**src/rtl/alu_display_top.sv**
```systemverilog
// 5-bit add/sub/mul/div ALU with a scanned 4-digit common-anode seven-segment display.
// Optional: define LEADING_ZERO_BLANK_EN to blank leading zeros of the hundreds and tens digits.
module alu_display_top #(
  parameter int REFRESH_BITS = 20
) (
  input  logic       clock_100Mhz,
  input  logic       reset,
  input  logic [4:0] A,
  input  logic [4:0] B,
  input  logic [1:0] mode,
  output logic [3:0] anode_out,
  output logic [6:0] BCD_ssd
);

  localparam logic [6:0] SEG_BLANK = 7'b1111111;
  localparam logic [6:0] SEG_DASH  = 7'b1111110;
  localparam logic [REFRESH_BITS-1:0] CNT_ONE = {{(REFRESH_BITS-1){1'b0}}, 1'b1};

  logic [REFRESH_BITS-1:0] refreshCnt_q;
  logic [9:0]              resultMag_q, resultMag_d;
  logic                    resultNeg_q, resultNeg_d;
  logic                    resultErr_q, resultErr_d;
  logic [3:0]              anode_q, anode_d;
  logic [6:0]              seg_q, seg_d;
  logic [1:0]              digitSel;
  logic [11:0]             bcd;
  logic [3:0]              onesDigit, tensDigit, hundredsDigit;

  function automatic logic [6:0] segOf(input logic [3:0] digit);
    logic [6:0] seg;
    case (digit)
      4'd0:    seg = 7'b0000001;
      4'd1:    seg = 7'b1001111;
      4'd2:    seg = 7'b0010010;
      4'd3:    seg = 7'b0000110;
      4'd4:    seg = 7'b1001100;
      4'd5:    seg = 7'b0100100;
      4'd6:    seg = 7'b0100000;
      4'd7:    seg = 7'b0001111;
      4'd8:    seg = 7'b0000000;
      4'd9:    seg = 7'b0000100;
      default: seg = SEG_BLANK;
    endcase
    return seg;
  endfunction

  // Subtraction is kept as sign + magnitude so the display never sees two's complement.
  always_comb begin
    resultMag_d = '0;
    resultNeg_d = 1'b0;
    resultErr_d = 1'b0;
    case (mode)
      2'd0: resultMag_d = {5'd0, A} + {5'd0, B};
      2'd1: begin
        if (A < B) begin
          resultMag_d = {5'd0, B - A};
          resultNeg_d = 1'b1;
        end else begin
          resultMag_d = {5'd0, A - B};
        end
      end
      2'd2: resultMag_d = {5'd0, A} * {5'd0, B};
      default: begin
        if (B == 5'd0) begin
          resultErr_d = 1'b1;
        end else begin
          resultMag_d = {5'd0, A / B};
        end
      end
    endcase
  end

  always_comb begin
    bcd = '0;
    for (int i = 9; i >= 0; i--) begin
      if (bcd[3:0] >= 4'd5)  bcd[3:0]  = bcd[3:0] + 4'd3;
      if (bcd[7:4] >= 4'd5)  bcd[7:4]  = bcd[7:4] + 4'd3;
      if (bcd[11:8] >= 4'd5) bcd[11:8] = bcd[11:8] + 4'd3;
      bcd = {bcd[10:0], resultMag_q[i]};
    end
  end

  assign onesDigit     = bcd[3:0];
  assign tensDigit     = bcd[7:4];
  assign hundredsDigit = bcd[11:8];
  assign digitSel      = refreshCnt_q[REFRESH_BITS-1 -: 2];

  always_comb begin
    anode_d = 4'b1111;
    seg_d   = SEG_BLANK;
    case (digitSel)
      2'd0: begin
        anode_d = 4'b1110;
        seg_d   = segOf(onesDigit);
      end
      2'd1: begin
        anode_d = 4'b1101;
`ifdef LEADING_ZERO_BLANK_EN
        seg_d   = (hundredsDigit == 4'd0 && tensDigit == 4'd0) ? SEG_BLANK : segOf(tensDigit);
`else
        seg_d   = segOf(tensDigit);
`endif
      end
      2'd2: begin
        anode_d = 4'b1011;
`ifdef LEADING_ZERO_BLANK_EN
        seg_d   = (hundredsDigit == 4'd0) ? SEG_BLANK : segOf(hundredsDigit);
`else
        seg_d   = segOf(hundredsDigit);
`endif
      end
      default: begin
        anode_d = 4'b0111;
        seg_d   = resultNeg_q ? SEG_DASH : SEG_BLANK;
      end
    endcase
    if (resultErr_q) seg_d = SEG_DASH;
  end

  // Anode and segments share one register stage so a digit never shows its neighbour's pattern.
  always_ff @(posedge clock_100Mhz or negedge reset) begin
    if (!reset) begin
      refreshCnt_q <= '0;
      resultMag_q  <= '0;
      resultNeg_q  <= 1'b0;
      resultErr_q  <= 1'b0;
      anode_q      <= 4'b1111;
      seg_q        <= SEG_BLANK;
    end else begin
      refreshCnt_q <= refreshCnt_q + CNT_ONE;
      resultMag_q  <= resultMag_d;
      resultNeg_q  <= resultNeg_d;
      resultErr_q  <= resultErr_d;
      anode_q      <= anode_d;
      seg_q        <= seg_d;
    end
  end

  assign anode_out = anode_q;
  assign BCD_ssd   = seg_q;

endmodule

```
**config.mk**
```make
export PLATFORM = sky130hd
export DESIGN_NAME = alu_display_top
export DESIGN_NICKNAME = d
export VERILOG_FILES = /design/src/rtl/alu_display_top.sv
export SDC_FILE = /design/constraint.sdc
export NUM_CORES = 1
export LEC_CHECK = 0
export BUFFER_PORTS_ARGS = -buffer_cell sky130_fd_sc_hd__buf_2
export CORE_MARGIN = 4
export CORE_UTILIZATION = 55
export CTS_CLUSTER_SIZE = 10
export DETAILED_ROUTE_END_ITERATION = 8
export GPL_TIMING_DRIVEN = 1
export MAX_ROUTING_LAYER = met4
export PLACE_DENSITY = 0.78
export SYNTH_ARGS = -nofsm -noshare
export SYNTH_HDL_FRONTEND = slang
export SYNTH_SLANG_ARGS = --single-unit
```
**constraint.sdc**
```tcl
create_clock -name clock_100Mhz -period 8.47 [get_ports clock_100Mhz]
set_input_delay 0.4235 -clock clock_100Mhz [delete_from_list [all_inputs] [get_ports clock_100Mhz]]
set_output_delay 0.4235 -clock clock_100Mhz [all_outputs]
set_load 0.005 [all_outputs]
```
## Word level (Yosys, flattened, before mapping)

Memory sizes are Yosys's and may differ from the RTL's.
Cells that the tools add are included.

- Memories: 3
- Output and inout bits: 11
- Register bits: 43
- Bits in read-only memories: 336
- Input bits: 14

- Div/mod/pow operators: 1
- Muxes and demuxes: 23
- Equal/unequal tests: 4
- $mul: 1
- $lt $le $gt $ge: 13
- Reductions and logical operators: 4
- Add/sub/neg operators: 16

Memory list:

| memory | words | width | rd ports | clocked after memory_dff | wr ports | RTL line | RTL |
|---|---|---|---|---|---|---|---|
| (name not given) | 16 | 7 | 1 | 0 | 0 | 31 | `case (digit)` |
| (name not given) | 16 | 7 | 1 | 0 | 0 | 31 |  |
| (name not given) | 16 | 7 | 1 | 0 | 0 | 31 |  |

Operators by type and width:

| operator | number |
|---|---|
| 4-bit 2-to-1 mux | 11 |
| 4-bit by 2-bit adder with 4-bit output, second input constant | 9 |
| 4-bit by 3-bit >= comparator with 1-bit output, second input constant | 9 |
| 10-bit one-hot mux with 3 select lines | 1 |
| 7-bit one-hot mux with 3 select lines | 1 |
| 20-bit by 1-bit adder with 20-bit output, second input constant | 1 |
| 4-bit one-hot mux with 3 select lines | 1 |
| 5-bit by 5-bit multiplier with 10-bit output | 1 |
| 5-bit 2-to-1 mux | 2 |
| 5-bit subtractor | 2 |
| 3-bit >= comparator, second input constant | 3 |
| 3-bit by 2-bit adder with 4-bit output, second input constant | 2 |
| 7-bit 2-to-1 mux | 1 |
| 5-bit by 5-bit adder with 6-bit output | 1 |
| 5-bit by 5-bit divider with 5-bit output | 1 |
| 5-bit zero test | 1 |
| 5-bit less-than comparator | 1 |
| 1-bit 2-to-1 mux | 5 |
| 2-bit by 1-bit == test with 1-bit output, second input constant | 2 |
| 2-bit == test, second input constant | 2 |
| 2-bit zero test | 2 |
| 3-bit by 2-bit adder with 3-bit output, second input constant | 1 |
| 3-bit 2-to-1 mux | 1 |
| 3-bit OR reduction | 1 |

## Logic depth before layout (Yosys ltp)

An unclocked memory read counts as a cell.

- Depth after elaboration: 17
- Depth in mapped cells: 41
- Gate-level depth less buffers: 38

## Worst setup path after synthesis

No wires, ideal clock.

- Path kind: register -> register
- From: register resultMag_q[8]
- To: register seg_q[2], in the netlist BCD_ssd[2]
- Cell stages (with the launch flop): 40
- Library setup time: 0.091 ns
- Buffers on the path: 3
- Path slack: 1.081 ns
- Required time: 8.379 ns
- Arrival time: 7.298 ns
- Cell sequence: dfrtp_1 > buf_6 > inv_1 > ha_1 > or2_2 > a21oi_1 > ha_1 > nand2b_1 > o211a_1 > o211a_2 > inv_1 > ha_1 > clkbuf_1 > nand2b_1 > and3_1 > mux2_2 > buf_4 > ha_1 > (+4 left out) > inv_1 > o2bb2a_1 > o21ai_0 > a211oi_1 > a21oi_2 > inv_1 > ha_1 > nand2_1 > a41o_1 > o2111ai_1 > and2_1 > o21ai_0 > xnor2_1 > inv_1 > ha_1 > o311ai_0 > a21oi_1 > o31ai_1

- Cells in the longest elaborated chain, start to end: 17
- Elaborated cells on any way between the ends: 41
- Those cells by class: add/sub (12); order compare (12); mux (14); memory (3)

RTL lines:

| item | RTL line | RTL |
|---|---|---|
| start: declaration | 20 | `logic [9:0] resultMag_q, resultMag_d;` |
| start signal: assignment | 131 | `resultMag_q <= resultMag_d;` |
| 3-bit by 2-bit adder with 4-bit output or 3-bit >= comparator (tied branches) | 76 | `if (bcd[3:0] >= 4'd5) bcd[3:0] = bcd[3:0] + 4'd3;` |
| 4-bit 2-to-1 mux * | 76 |  |
| 4-bit by 2-bit adder with 4-bit output or 4-bit by 3-bit >= comparator with 1-bit output (tied branches) | 76 |  |
| 4-bit 2-to-1 mux | 76 |  |
| 4-bit by 3-bit >= comparator with 1-bit output or 4-bit by 2-bit adder with 4-bit output (tied branches) | 76 |  |
| 4-bit 2-to-1 mux | 76 |  |
| 4-bit by 2-bit adder with 4-bit output (tied with other cells) | 76 |  |
| 4-bit 2-to-1 mux (on tied branches) | 76, 77 |  |
| (+2 left out) | n/a |  |
| 4-bit by 2-bit adder with 4-bit output (tied with other cells) | 76 |  |
| 4-bit 2-to-1 mux (on tied branches) | 76, 77 |  |
| 4-bit by 2-bit adder with 4-bit output (tied with other cells) | 77 | `if (bcd[7:4] >= 4'd5) bcd[7:4] = bcd[7:4] + 4'd3;` |
| 4-bit 2-to-1 mux (tied with other cells) | 77 |  |
| memory 16 x 7 bit | n/a |  |
| 7-bit one-hot mux with 3 select lines * | 91 | `case (digitSel)` |
| 7-bit 2-to-1 mux * | 117 | `if (resultErr_q) seg_d = SEG_DASH;` |
| named net seg_d[2] | 24 | `logic [6:0] seg_q, seg_d;` |
| end signal: assignment | 135 | `seg_q <= seg_d;` |
| end: declaration | 24 |  |

The timed path passes the listed nets; every way through them passes the cells marked *.

## Final worst setup path

- From: register resultMag_q[7]
- To: register seg_q[2], in the netlist BCD_ssd[2]

- Cells in the longest elaborated chain, start to end: 17
- Elaborated cells on any way between the ends: 41
- Those cells by class: add/sub (12); order compare (12); mux (14); memory (3)

RTL lines:

| item | RTL line |
|---|---|
| 3-bit by 2-bit adder with 4-bit output or 3-bit >= comparator (tied branches) | 76 |
| 4-bit 2-to-1 mux * | 76 |
| 4-bit by 2-bit adder with 4-bit output or 4-bit by 3-bit >= comparator with 1-bit output (tied branches) | 76 |
| 4-bit 2-to-1 mux | 76 |
| 4-bit by 2-bit adder with 4-bit output or 4-bit by 3-bit >= comparator with 1-bit output (tied branches) | 76 |
| 4-bit 2-to-1 mux | 76 |
| 4-bit by 2-bit adder with 4-bit output (tied with other cells) | 76 |
| 4-bit 2-to-1 mux (on tied branches) | 76, 77 |
| (+2 left out) | n/a |
| 4-bit by 2-bit adder with 4-bit output (tied with other cells) | 77 |
| 4-bit 2-to-1 mux (on tied branches) | 77, 76 |
| 4-bit by 2-bit adder with 4-bit output (tied with other cells) | 77 |
| 4-bit 2-to-1 mux (tied with other cells) | 77 |
| memory 16 x 7 bit | n/a |
| 7-bit one-hot mux with 3 select lines * | 91 |
| 7-bit 2-to-1 mux * | 117 |
| named net seg_d[2] | 24 |

Marked as above.

==> metrics.cfg <==
[outcome]
run_status=completed

[power]
ir_drop_uv=170
netSwitchingPower_w=0.000789
p_comb_frac=0.722
internal_power_w=0.000747
pwr-share-seq=0.178
power_leakage_nw=2.90
switching_share=0.514
clockPowerShare=0.101
p_per_area_nw_per_um2=240

[critical_path]
cpMaxStageDelayCell=dfrtp_1
arrival_ps=8080
critPathKind=reg -> reg
cpPeakStageDelay_ps=470
worstSetupStartpointType=flop
critPathMaxFanout=14
crit_path_frequent_cell=ha_1
cp-end-kind=flop
required_ps=8690

[yosys]
synthSimpleGateAreaFrac=0.194
syn_inst=769
synth_top_family_by_area=compound AO/OA/AOI/OAI gates
synth_seq_area_share=0.179
synthXorXnorAreaFrac=0.0519
synth-seq-cells=43
yosysWarnings=0
synth_compound_area_frac=0.264
synth-edff-count=0
yosys.area_share.adder=0.198
syn_nets=871
synthesis.area_um2=6100
synth_cell_types=94
synth_mux_area_frac=0.0435
async_flop_share=1.00
syn_avg_cell_area_um2=7.94
synth_ff_type=dfrtp_1

[die]
rows=38
die_area_um2=12800
die_h_um=113
io-pin-count=25
die_x_um=113
core_region_area_um2=10800
start_util=0.563

[cells_and_area]
regArea_um2=1090
synthToLayoutAreaGrowth_pct=4.80
layout.nets=874
multi_input_comb_area_um2=4600
insertedDiodeCount=0
fin_util=0.590
fillers=995
drive_gt1_frac=0.115

[place]
post-dp-hpwl_um=11200
port_buffers=24
place_congestion=0.936

[timing]
hold_violations=0
finClkSkew_ps=16.4
fmax_mhz=127
worstMarginPinSlew_ps=948
slew_headroom=0.368
final_max_slew_viol_count=0
fin_tns_setup_ps=0
post-route-period-util=0.929
setup_viol_count_final=0
rsz0062_at_grt=false
period_needed_ps=7860

[clock_network]
clkLatencyLatePin_ps=310
clock-sinks=43
cts_tree=built
clk_pin_slew_worst_paths_ps=100
cts_max_level=2
cts-root-buf=clkbuf_8
cts_hold_buffers=0
cts_buffers=5
clock_path_buffers=2

[global_routing]
grt_pass1_wl_um=24900
grt_busiest_layer=met2
grt_use_met2=0.404
grt_use_met1=0.298
gr-usage-all-layers=0.234
grtUsageMet3=0.0193
grt_pass1_vias=5366
gr-total-overflow=0
antenna_found_initial=0
grt_max_degree=44

[route]
first_pass_iters=5
viasPerCell=6.17
vias=5634
wirelength_um=14600
drt_iter0_markers=501
drc_errors=0
drt-wirelength-per-cell_um=16.0
detail-route-antenna-nets=0

[hold_path]
hold_path.class=in -> async

[run]
drv_cap=0

-- layout make-up --
class | instances | area share
Multi-Input combinational cell | 619 | 0.718
Sequential cell | 43 | 0.171
Inverter | 76 | 0.0446
Tap cell | 140 | 0.0274
Timing Repair Buffer | 27 | 0.0223
Clock buffer | 6 | 0.0147
Clock inverter | 2 | 0.00215
-- repair_timing --
item,4_1_cts,5_1_grt
buffers inserted,0,0
setup endpoints to repair,0,6
gates resized for setup,0,4
-- sequential cells by signal, indices dropped and copies added (netlist names) --
name,cells
resultMag_q,10
anode_out,4
resultNeg_q,1
BCD_ssd,7
refreshCnt_q,20
resultErr_q,1
-- power by group through the flow --
| stage | Clock, W | Sequential [W] | Combinational (W) |
|---|---|---|---|
| after floorplan | 0 | 0.000255 | 0.000871 |
| after global placement | 0 | 0.000273 | 0.00104 |
| after detailed placement | 0 | 0.000275 | 0.00108 |
| after CTS | 0.000157 | 0.000271 | 0.00109 |
| after global routing | 0.000166 | 0.000276 | 0.00124 |
| final | 0.000155 | 0.000273 | 0.00111 |
-- Yosys cell counts (all sizes together), types with 14 or more instances --
cell / count / area share
o21ai: 50 / 0.042
mux2i: 19 / 0.032
ha: 76 / 0.16
dfrtp: 32 / 0.13
nand3: 26 / 0.021
nor3: 19 / 0.016
clkbuf: 23 / 0.014
xor2: 14 / 0.023
inv: 75 / 0.046
a21oi: 47 / 0.039
xnor2: 20 / 0.029
nand2: 72 / 0.045
nor2: 73 / 0.045
-- routing by layer --
| layer | part of all wire | up-vias |
|---|---|---|
| li1 | - | 2756 |
| met2 | 0.50 | 206 |
| met4 | 0.017 | 0 |
| met1 | 0.43 | 2645 |
| met5 | 0 | - |
| met3 | 0.053 | 27 |
-- worst paths after layout --
kind / start / to / slack [ps] / cells after the start
min in group clock_100Mhz: refreshCnt_q[0] / refreshCnt_q[0] / 450 / 1
hold reg to reg: refreshCnt_q[0] / refreshCnt_q[0] / 450 / 1
setup / recovery: resultMag_q[7] / BCD_ssd[2] / 610 / 35
hold / removal: reset / refreshCnt_q[16] / 250 / 1
max in group asynchronous: reset / resultMag_q[8] / 7550 / 1
setup reg to reg: resultMag_q[7] / BCD_ssd[2] / 610 / 35
-- worst max-delay path: cells and delay by family, from the launching register on --
family	cells	cell delay, ps
xor+xnor	1	360
compound gates	14	2900
mux	1	370
flops	1	470
buf+inv	4	460
fa+ha+maj	7	1830
simple gates	8	1390
-- layout by cell type, fill, tap and decap left out, types with 10 or more instances in the layout --
master | Yosys | routed
mux2i_1 | 18 | 18
nand3_1 | 26 | 26
dfstp_2 | 11 | 11
o211ai_1 | 11 | 11
ha_1 | 76 | 75
fa_1 | 12 | 12
nand2_1 | 70 | 70
nor2_1 | 73 | 72
a211oi_1 | 11 | 11
o21ai_0 | 42 | 42
xnor2_1 | 20 | 20
nor3_1 | 19 | 19
o31ai_1 | 10 | 10
a21oi_1 | 46 | 45
inv_1 | 72 | 72
buf_2 | 3 | 24
xor2_1 | 13 | 13
dfrtp_1 | 32 | 31
-- kinds of logic (layout without fill, tap and decap cells) --
kind of cell,after synthesis,count (layout)
flip-flops,43,43
buffers and inverters,107,111
AND/OR/NAND/NOR,248,248
AO/OA/AOI/OAI,222,222
adder cells (fa/ha/maj),90,90
XOR/XNOR,34,34
multiplexers,25,25
-- per-stage QoR --
step	hold WS (ps)	instance area [um^2]	cells	total power, W	worst slack (ps)
floorplan	128	6100	769	0.00113	1080
global placement	429	6280	905	0.00131	741
detailed placement	450	6280	905	0.00136	280
CTS	289	6390	913	0.00152	283
global route	334	6400	913	0.00168	41.6
finish	254	6400	913	0.00154	605
Power figures use the tool's default switching activity.
